File: config.mk
export PLATFORM = sky130hd
export DESIGN_NAME = powlib_fifoarb_flat
export DESIGN_NICKNAME = d
export VERILOG_FILES = /design/src/rtl/powlib_fifoarb_if.sv /design/src/rtl/powlib_fifoarb.sv /design/src/flat_wrapper.sv
export SDC_FILE = /design/constraint.sdc
export NUM_CORES = 1
export LEC_CHECK = 0
export CORE_MARGIN = 10
export CORE_UTILIZATION = 33
export DETAILED_ROUTE_END_ITERATION = 6
export GPL_ROUTABILITY_DRIVEN = 0
export PLACE_DENSITY = 0.95
export SLEW_MARGIN = 20
export SYNTH_ARGS = -nofsm -noshare
export SYNTH_HDL_FRONTEND = slang
export SYNTH_SLANG_ARGS = --single-unit
File: constraint.sdc
create_clock -name clk -period 4.93 [get_ports clk]
set_input_delay 0.986 -clock clk [delete_from_list [all_inputs] [get_ports clk]]
set_output_delay 0.986 -clock clk [all_outputs]
set_load 0.01 [all_outputs]
File: src/rtl/powlib_fifoarb_if.sv
// Requester-side and FIFO-side handshake bundle for powlib_fifoarb.
// slave = arbiter view, master = requesters/FIFO (bench) view.
interface powlib_fifoarb_if #(
  parameter int unsigned W = 16,
  parameter int unsigned N = 4
);
  localparam int unsigned WIDX = (N > 1) ? $clog2(N) : 1;

  logic [N*W-1:0]  wrdata;
  logic [N-1:0]    wrvld;
  logic [N-1:0]    wrlast;
  logic [N-1:0]    wrrdy;
  logic [W-1:0]    rddata;
  logic            rdvld;
  logic            rdlast;
  logic [WIDX-1:0] rdidx;
  logic            rdrdy;

  modport slave (
    input  wrdata, wrvld, wrlast, rdrdy,
    output wrrdy, rddata, rdvld, rdlast, rdidx
  );

  modport master (
    output wrdata, wrvld, wrlast, rdrdy,
    input  wrrdy, rddata, rdvld, rdlast, rdidx
  );
endinterface

File: src/rtl/powlib_fifoarb.sv
// Round-robin, packet-locking arbiter sharing one FIFO write port among N requesters.
// Datapath is combinational from state; only state/prio/gnt are registered.
module powlib_fifoarb #(
  parameter int unsigned W    = 16,
  parameter int unsigned N    = 4,
  parameter int unsigned EPKT = 1
) (
  input logic               clk,
  input logic               rst,
  powlib_fifoarb_if.slave   bus
);
  localparam int unsigned WIDX = (N > 1) ? $clog2(N) : 1;

  typedef enum logic {IDLE, LOCK} state_t;

  state_t          state_q;
  logic [WIDX-1:0] prio_q;
  logic [WIDX-1:0] gnt_q;

  logic [WIDX-1:0] sel_c;
  logic            found_c;
  logic [31:0]     idx_c;
  logic            rdvld_c;
  logic            rdlast_c;
  logic            xfer_c;
  logic [N-1:0]    wrrdy_c;

  function automatic logic [WIDX-1:0] next_prio(input logic [WIDX-1:0] v);
    if (32'(v) + 32'd1 >= N) next_prio = '0;
    else                     next_prio = v + WIDX'(1);
  endfunction

  // Locked grant wins; otherwise first valid requester scanning from prio.
  always_comb begin
    sel_c   = prio_q;
    found_c = 1'b0;
    idx_c   = '0;
    if (state_q == LOCK) begin
      sel_c = gnt_q;
    end else begin
      for (int unsigned k = 0; k < N; k++) begin
        idx_c = (32'(prio_q) + k) % N;
        if (!found_c && bus.wrvld[WIDX'(idx_c)]) begin
          sel_c   = WIDX'(idx_c);
          found_c = 1'b1;
        end
      end
    end
  end

  always_comb begin
    wrrdy_c = '0;
    for (int unsigned i = 0; i < N; i++) begin
      wrrdy_c[i] = bus.rdrdy && (WIDX'(i) == sel_c);
    end
  end

  assign rdvld_c    = bus.wrvld[sel_c];
  assign rdlast_c   = (EPKT != 0) ? bus.wrlast[sel_c] : 1'b1;
  assign xfer_c     = rdvld_c && bus.rdrdy;

  assign bus.rdidx  = sel_c;
  assign bus.rddata = bus.wrdata[32'(sel_c)*W +: W];
  assign bus.rdvld  = rdvld_c;
  assign bus.rdlast = rdlast_c;
  assign bus.wrrdy  = wrrdy_c;

  // Lock on a non-last beat, release and rotate priority on the last beat.
  always_ff @(posedge clk) begin
    if (rst) begin
      state_q <= IDLE;
      prio_q  <= '0;
      gnt_q   <= '0;
    end else if (xfer_c) begin
      if (state_q == IDLE) begin
        if (!rdlast_c) begin
          state_q <= LOCK;
          gnt_q   <= sel_c;
        end else begin
          prio_q  <= next_prio(sel_c);
        end
      end else if (rdlast_c) begin
        state_q <= IDLE;
        prio_q  <= next_prio(gnt_q);
      end
    end
  end
endmodule

File: src/flat_wrapper.sv
// flat-port wrapper written by rule: the top's interface ports become plain ports
module powlib_fifoarb_flat 
#(
  parameter int unsigned W    = 16,
  parameter int unsigned N    = 4,
  parameter int unsigned EPKT = 1
)
  (clk, rst, bus_wrdata, bus_wrvld, bus_wrlast, bus_rdrdy, bus_wrrdy, bus_rddata, bus_rdvld, bus_rdlast, bus_rdidx);
  powlib_fifoarb_if #(.W(W), .N(N)) bus_i ();
  input logic clk;
  input logic rst;
  input wire logic [$bits(bus_i.wrdata)-1:0] bus_wrdata;
  input wire logic [$bits(bus_i.wrvld)-1:0] bus_wrvld;
  input wire logic [$bits(bus_i.wrlast)-1:0] bus_wrlast;
  input wire logic [$bits(bus_i.rdrdy)-1:0] bus_rdrdy;
  output wire logic [$bits(bus_i.wrrdy)-1:0] bus_wrrdy;
  output wire logic [$bits(bus_i.rddata)-1:0] bus_rddata;
  output wire logic [$bits(bus_i.rdvld)-1:0] bus_rdvld;
  output wire logic [$bits(bus_i.rdlast)-1:0] bus_rdlast;
  output wire logic [$bits(bus_i.rdidx)-1:0] bus_rdidx;
  assign bus_i.wrdata = bus_wrdata;
  assign bus_i.wrvld = bus_wrvld;
  assign bus_i.wrlast = bus_wrlast;
  assign bus_i.rdrdy = bus_rdrdy;
  assign bus_wrrdy = bus_i.wrrdy;
  assign bus_rddata = bus_i.rddata;
  assign bus_rdvld = bus_i.rdvld;
  assign bus_rdlast = bus_i.rdlast;
  assign bus_rdidx = bus_i.rdidx;
  powlib_fifoarb #(.W(W), .N(N), .EPKT(EPKT)) u_core (.clk(clk), .rst(rst), .bus(bus_i));
endmodule
==> results of run 1 <==
==> area by class of cell <==
class / instances / area share, %
clock buffer: 4 / 1.25
inverter: 8 / 1.43
multi-input combinational: 79 / 40.1
sequential: 5 / 4.75
tap: 33 / 1.96
timing repair buffer: 104 / 50.5
==> critical path, cell delays in order <==
cell and delay (ns):
clkdlybuf4s50_1 0.51, or2_2 0.33, a21oi_1 0.24, a211o_1 0.25, and2_4 0.24, buf_12 0.14, mux4_2 0.50, clkdlybuf4s50_1 0.51
==> placed cells by master, fill, tap and decap left out, types with 2 or more instances in the layout <==
| cell type | netlist | final |
|---|---|---|
| clkbuf_4 | 0 | 3 |
| and2_1 | 3 | 3 |
| ha_1 | 3 | 3 |
| a21oi_1 | 2 | 2 |
| nand3_1 | 2 | 2 |
| inv_1 | 7 | 7 |
| clkdlybuf4s50_1 | 0 | 98 |
| mux2i_1 | 4 | 4 |
| a31oi_1 | 3 | 3 |
| nor2b_1 | 3 | 3 |
| buf_4 | 1 | 3 |
| nand2b_1 | 3 | 3 |
| o21ai_0 | 4 | 4 |
| mux4_2 | 16 | 16 |
| and3_1 | 4 | 4 |
| nand2_1 | 8 | 8 |
| buf_12 | 1 | 3 |
| dfxtp_1 | 5 | 5 |
==> sequential cells by signal (all words and copies together), names as in the netlist <==
name,cells
u_core.gnt_q,2
u_core.prio_q,2
u_core.state_q,1
==> report_power, final <==
part	total (mW)	switching, mW	internal, mW	leakage (nW)
registers	0.0952	0.0387	0.0564	0.0409
clock network	0.0493	0.0186	0.0307	0.0150
logic	1.02	0.412	0.606	0.759
==> through the flow <==
stage / utilization (%) / power (mW) / std cells
after floorplan: - / 0.648 / 97
after global placement: 66.8 / 1.02 / 224
after detailed placement: 66.8 / 1.04 / 224
after CTS: 67.7 / 1.10 / 228
after global routing: 70.2 / 1.24 / 233
final: 70.2 / 1.16 / 233
==> cells by family after synthesis <==
logic type	synth area share (%)
AO/OA/AOI/OAI	21.9
adder cells (fa/ha/maj)	3.66
buffers and inverters	7.69
flip-flops	9.77
multiplexers	39.1
AND/OR/NAND/NOR	18.0
==> path summary, 6_finish.rpt <==
check / slack, ns / to / start / depth (start not counted)
worst min-delay path: 0.49 / u_core.gnt_q[1]$_SDFFE_PP0P_ / u_core.gnt_q[1]$_SDFFE_PP0P_ / 2
worst max-delay path: 0.23 / bus_rddata[9] / bus_wrvld[1] / 8
worst max register to register: 2.60 / u_core.gnt_q[1]$_SDFFE_PP0P_ / u_core.prio_q[1]$_SDFFE_PP0P_ / 8
worst min register to register: 0.49 / u_core.gnt_q[1]$_SDFFE_PP0P_ / u_core.gnt_q[1]$_SDFFE_PP0P_ / 2
==> metal layers <==
metal / vias up / part of all wire (%) / global-route usage (%) / wire [um]
li1: 599 / - / - / -
met1: 598 / 35 / 16.3 / 1740
met2: 61 / 55 / 33.7 / 2740
met3: 10 / 7.1 / 4.56 / 352
met4: 0 / 3.1 / 5.36 / 155
met5: - / 0 / 0 / 0
==> impl_metrics.ini, run 1 <==
[timing]
hold_ws_ns = 0.493
setup_viol = 0
relSlewSlack_pct = 63.9
slew_violations = 0
hold_viol = 0
fin_setup_tns_ns = 0
period_minus_slack_ns = 4.70
finalCritPeriodShare_pct = 95.4
skew_ns = 0.00281
fmax_ghz = 0.213
worstMarginPinSlew_ns = 0.541
setup_ws_ns = 0.228
rsz0062_at_grt = no

[synth]
yosys_warnings = 0
synth_area_sq_um = 1020
async_reset_ff_share_pct = 0
seq_area_frac_synth_pct = 9.77
ys_types = 43
synth_edf_count = 0
syn_nets = 175
avgSynthCellArea_sq_um = 10.6
synthCells = 97
synth.area.top_cells = mux4_2 (35%), dfxtp_1 (9.8%), mux2i_1 (3.9%)
ys_ff_latch = 5
yosys.area.top_type_share_pct = 35.2
synth_ff_type = dfxtp_1
yosysMostFrequentCell = mux4_2
synth_top_area_cell = mux4_2
synth_commonest_cells = mux4_2 (16), nand2_1 (8), inv_1 (7)

[worst_setup_path]
setup.worst_path.start_class = input pin
cp.arrival_ns = 3.72
path_class = input pin to primary output
cp.required_ns = 3.94
critPathCaptureType = primary output
cp_max_fo = 6

[final_layout]
multi_input_area_sq_um = 846
seqCellArea_sq_um = 100
layout.nets = 279
final_cell_area_sq_um = 2110
drive_gt1_share_pct = 17.5
areaGrowthSynthToFinish_pct = 106
num_antenna_cells = 0
fillCellCount = 234

[global_routing]
antenna_found_initial = 0
grt_pass1_vias = 1301
grt_max_degree = 20
grt_pass1_wl_um = 7180
overflow = 0
track_usage_pct = 17.0

[drt]
ant_nets = 0
post_drt_wl_per_cell_um = 21.4
avgViaCountPerCell = 5.44
dr.pass1.iters = 4
drt_wl_total_um = 4980
via_count = 1268
drc = 0
first_iter_violations = 89

[cts]
cts_buffers = 3
root_buffer = clkbuf_4
clkSinkCount = 5
cts.path.max_buffers = 2
h-tree-depth = 1
cts_resized = 0
post_cts_buffers = 0
cts_tree = built
clkTransAtPathRegs_ns = 0.05
holdBufCountCts = 0
clock_latency_ns = 0.25

[die]
die_h_um = 75.7
io_pins = 99
initial_core_util_pct = 34.1
chipWidth_um = 75.7
design.core.area_sq_um = 3000
dieArea_sq_um = 5730
std_cell_rows = 20

[flow_run]
maxCapViolations = 0

[pwr]
peakVddDrop_mv = 0.304
p_leak_nw = 0.815
p_per_area_nw_per_um2 = 552

[min_path]
hold_path.class = register to register

[run_status]
status = finished, final reports clean

[placement]
dpl.hpwl_um = 4240
dp_slack_ns = 0.143
dpl-instance-area_sq_um = 2010
io_buffers = 98
No activity file was read; power rests on OpenSTA's default activity.
==> run 2, diff against run 1 <==
--- a/config.mk
+++ b/config.mk
@@ -5,7 +5,6 @@
 export SDC_FILE = /design/constraint.sdc
 export NUM_CORES = 1
 export LEC_CHECK = 0
-export CORE_MARGIN = 10
 export CORE_UTILIZATION = 33
 export DETAILED_ROUTE_END_ITERATION = 6
 export GPL_ROUTABILITY_DRIVEN = 0
==> constraint.sdc (replaced) <==
create_clock -name clk -period 4.93 [get_ports clk]
set_input_delay 1.2325 -clock clk [delete_from_list [all_inputs] [get_ports clk]]
set_output_delay 1.2325 -clock clk [all_outputs]
set_load 0.01 [all_outputs]
==> run 2 against run 1 <==
Against the previous run:
- the flow now finishes with violations (design-rule violations)
- clock power down 4.9%
- wire length is 6.8% lower
- highest routed layer unchanged
- sequential power about the same
- worst hold slack improved by 0.0030 ns
- global-route usage is 11 points higher
- via count is 2.8% higher
- critical path depth is the same
- sequential share of layout area down 0.16 points
==> impl_metrics.ini, run 2 (synthesized netlist as in run 1, its figures left out) <==
[timing]
hold_viol = 0
setup_viol = 0
finalCritPeriodShare_pct = 98.7
slew_violations = 0
fmax_ghz = 0.206
worstMarginPinSlew_ns = 0.518
hold_ws_ns = 0.496
skew_ns = 0.00396
relSlewSlack_pct = 65.4
period_minus_slack_ns = 4.87

[final_layout]
fillCellCount = 191
fin_cells = 235
layout.nets = 283
layout_commonest_cell = clkdlybuf4s50_1
areaGrowthSynthToFinish_pct = 113
num_antenna_cells = 0
final_cell_area_sq_um = 2180
reg_top3 = u_core.gnt_q: 2 flops, u_core.prio_q: 2 flops, u_core.state_q: 1 flops
drive_gt1_share_pct = 21.1
final_cell_mix = clkdlybuf4s50_1 (86), mux4_2 (16), dlymetal6s2s_1 (11)

[drt]
ant_nets = 0
top_layer_used = met4
first_iter_violations = 44
wl_met2_um = 2430
via_count = 1304
post_drt_wl_per_cell_um = 19.8
drt_wl_total_um = 4640
dr.pass1.iters = 6
drc = 10
avgViaCountPerCell = 5.55
route.met3.wl_um = 387
drt-met1-wl_um = 1680

[die]
dieArea_sq_um = 3330
design.core.area_sq_um = 2850
io_pins = 99
chipWidth_um = 57.7
std_cell_rows = 19
die_h_um = 57.7
initial_core_util_pct = 35.9

[cts]
root_buffer = clkbuf_4
cts.path.max_buffers = 2
cts_tree = built
post_cts_buffers = 0
cts_buffers = 3
holdBufCountCts = 0
clkSinkCount = 5
h-tree-depth = 1
clock_latency_ns = 0.24
clkTransAtPathRegs_ns = 0.04

[global_routing]
grt_pass1_wl_um = 6970
overflow = 0
antenna_found_initial = 0
grt_pass1_vias = 1349
track_usage_pct = 27.6
grt_max_degree = 18

[worst_setup_path]
rrSetupSlack_ns = 2.62
r2r_end = u_core.prio_q[1]$_SDFFE_PP0P_
cp.arrival_ns = 3.63
cp.required_ns = 3.70
path_class = input pin to primary output
critPathCaptureType = primary output
setup.worst_path.start_class = input pin
r2r-start = u_core.state_q$_SDFFE_PP0P_
cp_max_fo = 7
rr_worst_depth = 8

[pwr]
peakVddDrop_mv = 0.397
finalPower_mw = 1.14
p_sw_uw = 463
intPower_uw = 674
p_sw_share_pct = 40.7
p_per_area_nw_per_um2 = 522
p_leak_nw = 0.936
clockPowerShare_pct = 4.1
seq_power_share_pct = 8.3
combPwrFrac_pct = 87.5

[placement]
io_buffers = 98
placed_cells = 231
dpl-instance-area_sq_um = 2100
dpl.hpwl_um = 3700

[min_path]
hold_path.class = register to register
whs_endpoint = u_core.gnt_q[1]$_SDFFE_PP0P_
worstHoldStart = u_core.gnt_q[1]$_SDFFE_PP0P_
hold_depth = 2

[run_status]
status = complete, but fails checks
violations = design-rule violations

[flow_run]
maxCapViolations = 0
run 2: cell types whose count changed in the layout (fill, tap and decap cells not counted), sizes merged:
cell	change
buf	+4
clkdlybuf4s50	-12
clkinv	+1
dlygate4sd2	+1
dlymetal6s2s	+11
inv	-1
run 2: metal layers:
metal  up-vias  global-route usage, %
met5         -                      0
met1       619                   31.8
met4         0                   10.2
met2        67                   50.7
li1        604                      -
met3        14                   5.13
run 2: stage by stage:
step	util, %	TNS (ns)	worst slack, ns
floorplan	-	0	0.819
global placement	73.5	0	0.0594
detailed placement	73.5	-0.0279	-0.0231
CTS	75.0	0	0.0175
global route	76.4	-0.0159	-0.0107
finish	76.4	0	0.0641
run 2: worst max-delay path, cell delays in order:
cell and delay [ns]:
clkdlybuf4s50_1 0.51, and2b_1 0.20, o21ai_2 0.18, a211o_1 0.17, and2_4 0.19, buf_12 0.14, mux4_2 0.51, clkdlybuf4s50_1 0.49
run 2: layout make-up:
cell class	instances	area [sq um]	share of cell area, %
Inverter	8	31.3	1.44
Sequential cell	5	100	4.59
Multi-Input combinational cell	79	876	40.2
Tap cell	31	38.8	1.78
Timing Repair Buffer	108	1110	50.8
Clock buffer	4	26.3	1.21
run 2: how the worst max path moves through the flow:
stage	start	to	slack, ns	cells after the start
after floorplan	bus_wrvld[1]	bus_rddata[11]	0.82	7
after global placement	bus_wrvld[3]	bus_rddata[4]	0.06	8
after detailed placement	bus_wrvld[0]	bus_rddata[1]	-0.02	8
after CTS	bus_wrvld[3]	bus_rddata[14]	0.02	8
after global routing	bus_wrvld[0]	bus_rddata[9]	-0.01	8
final	bus_wrvld[0]	bus_rddata[8]	0.06	8
run 2: repair_timing:
action                                  in CTS  in global routing
endpoints found under the setup margin       8                 17
resized for setup                            3                 15
pin swaps                                    0                  0
run 2: power by group through the flow:
stage          Combinational (mW)  Clock (mW)  Sequential (mW)
5_1_grt                      1.05      0.0545           0.0989
2_1_floorplan               0.579           0           0.0696
3_3_place_gp                0.965           0           0.0902
6_report                    0.995      0.0469           0.0949
3_5_place_dp                0.997           0           0.0937
4_1_cts                      1.00      0.0487           0.0922
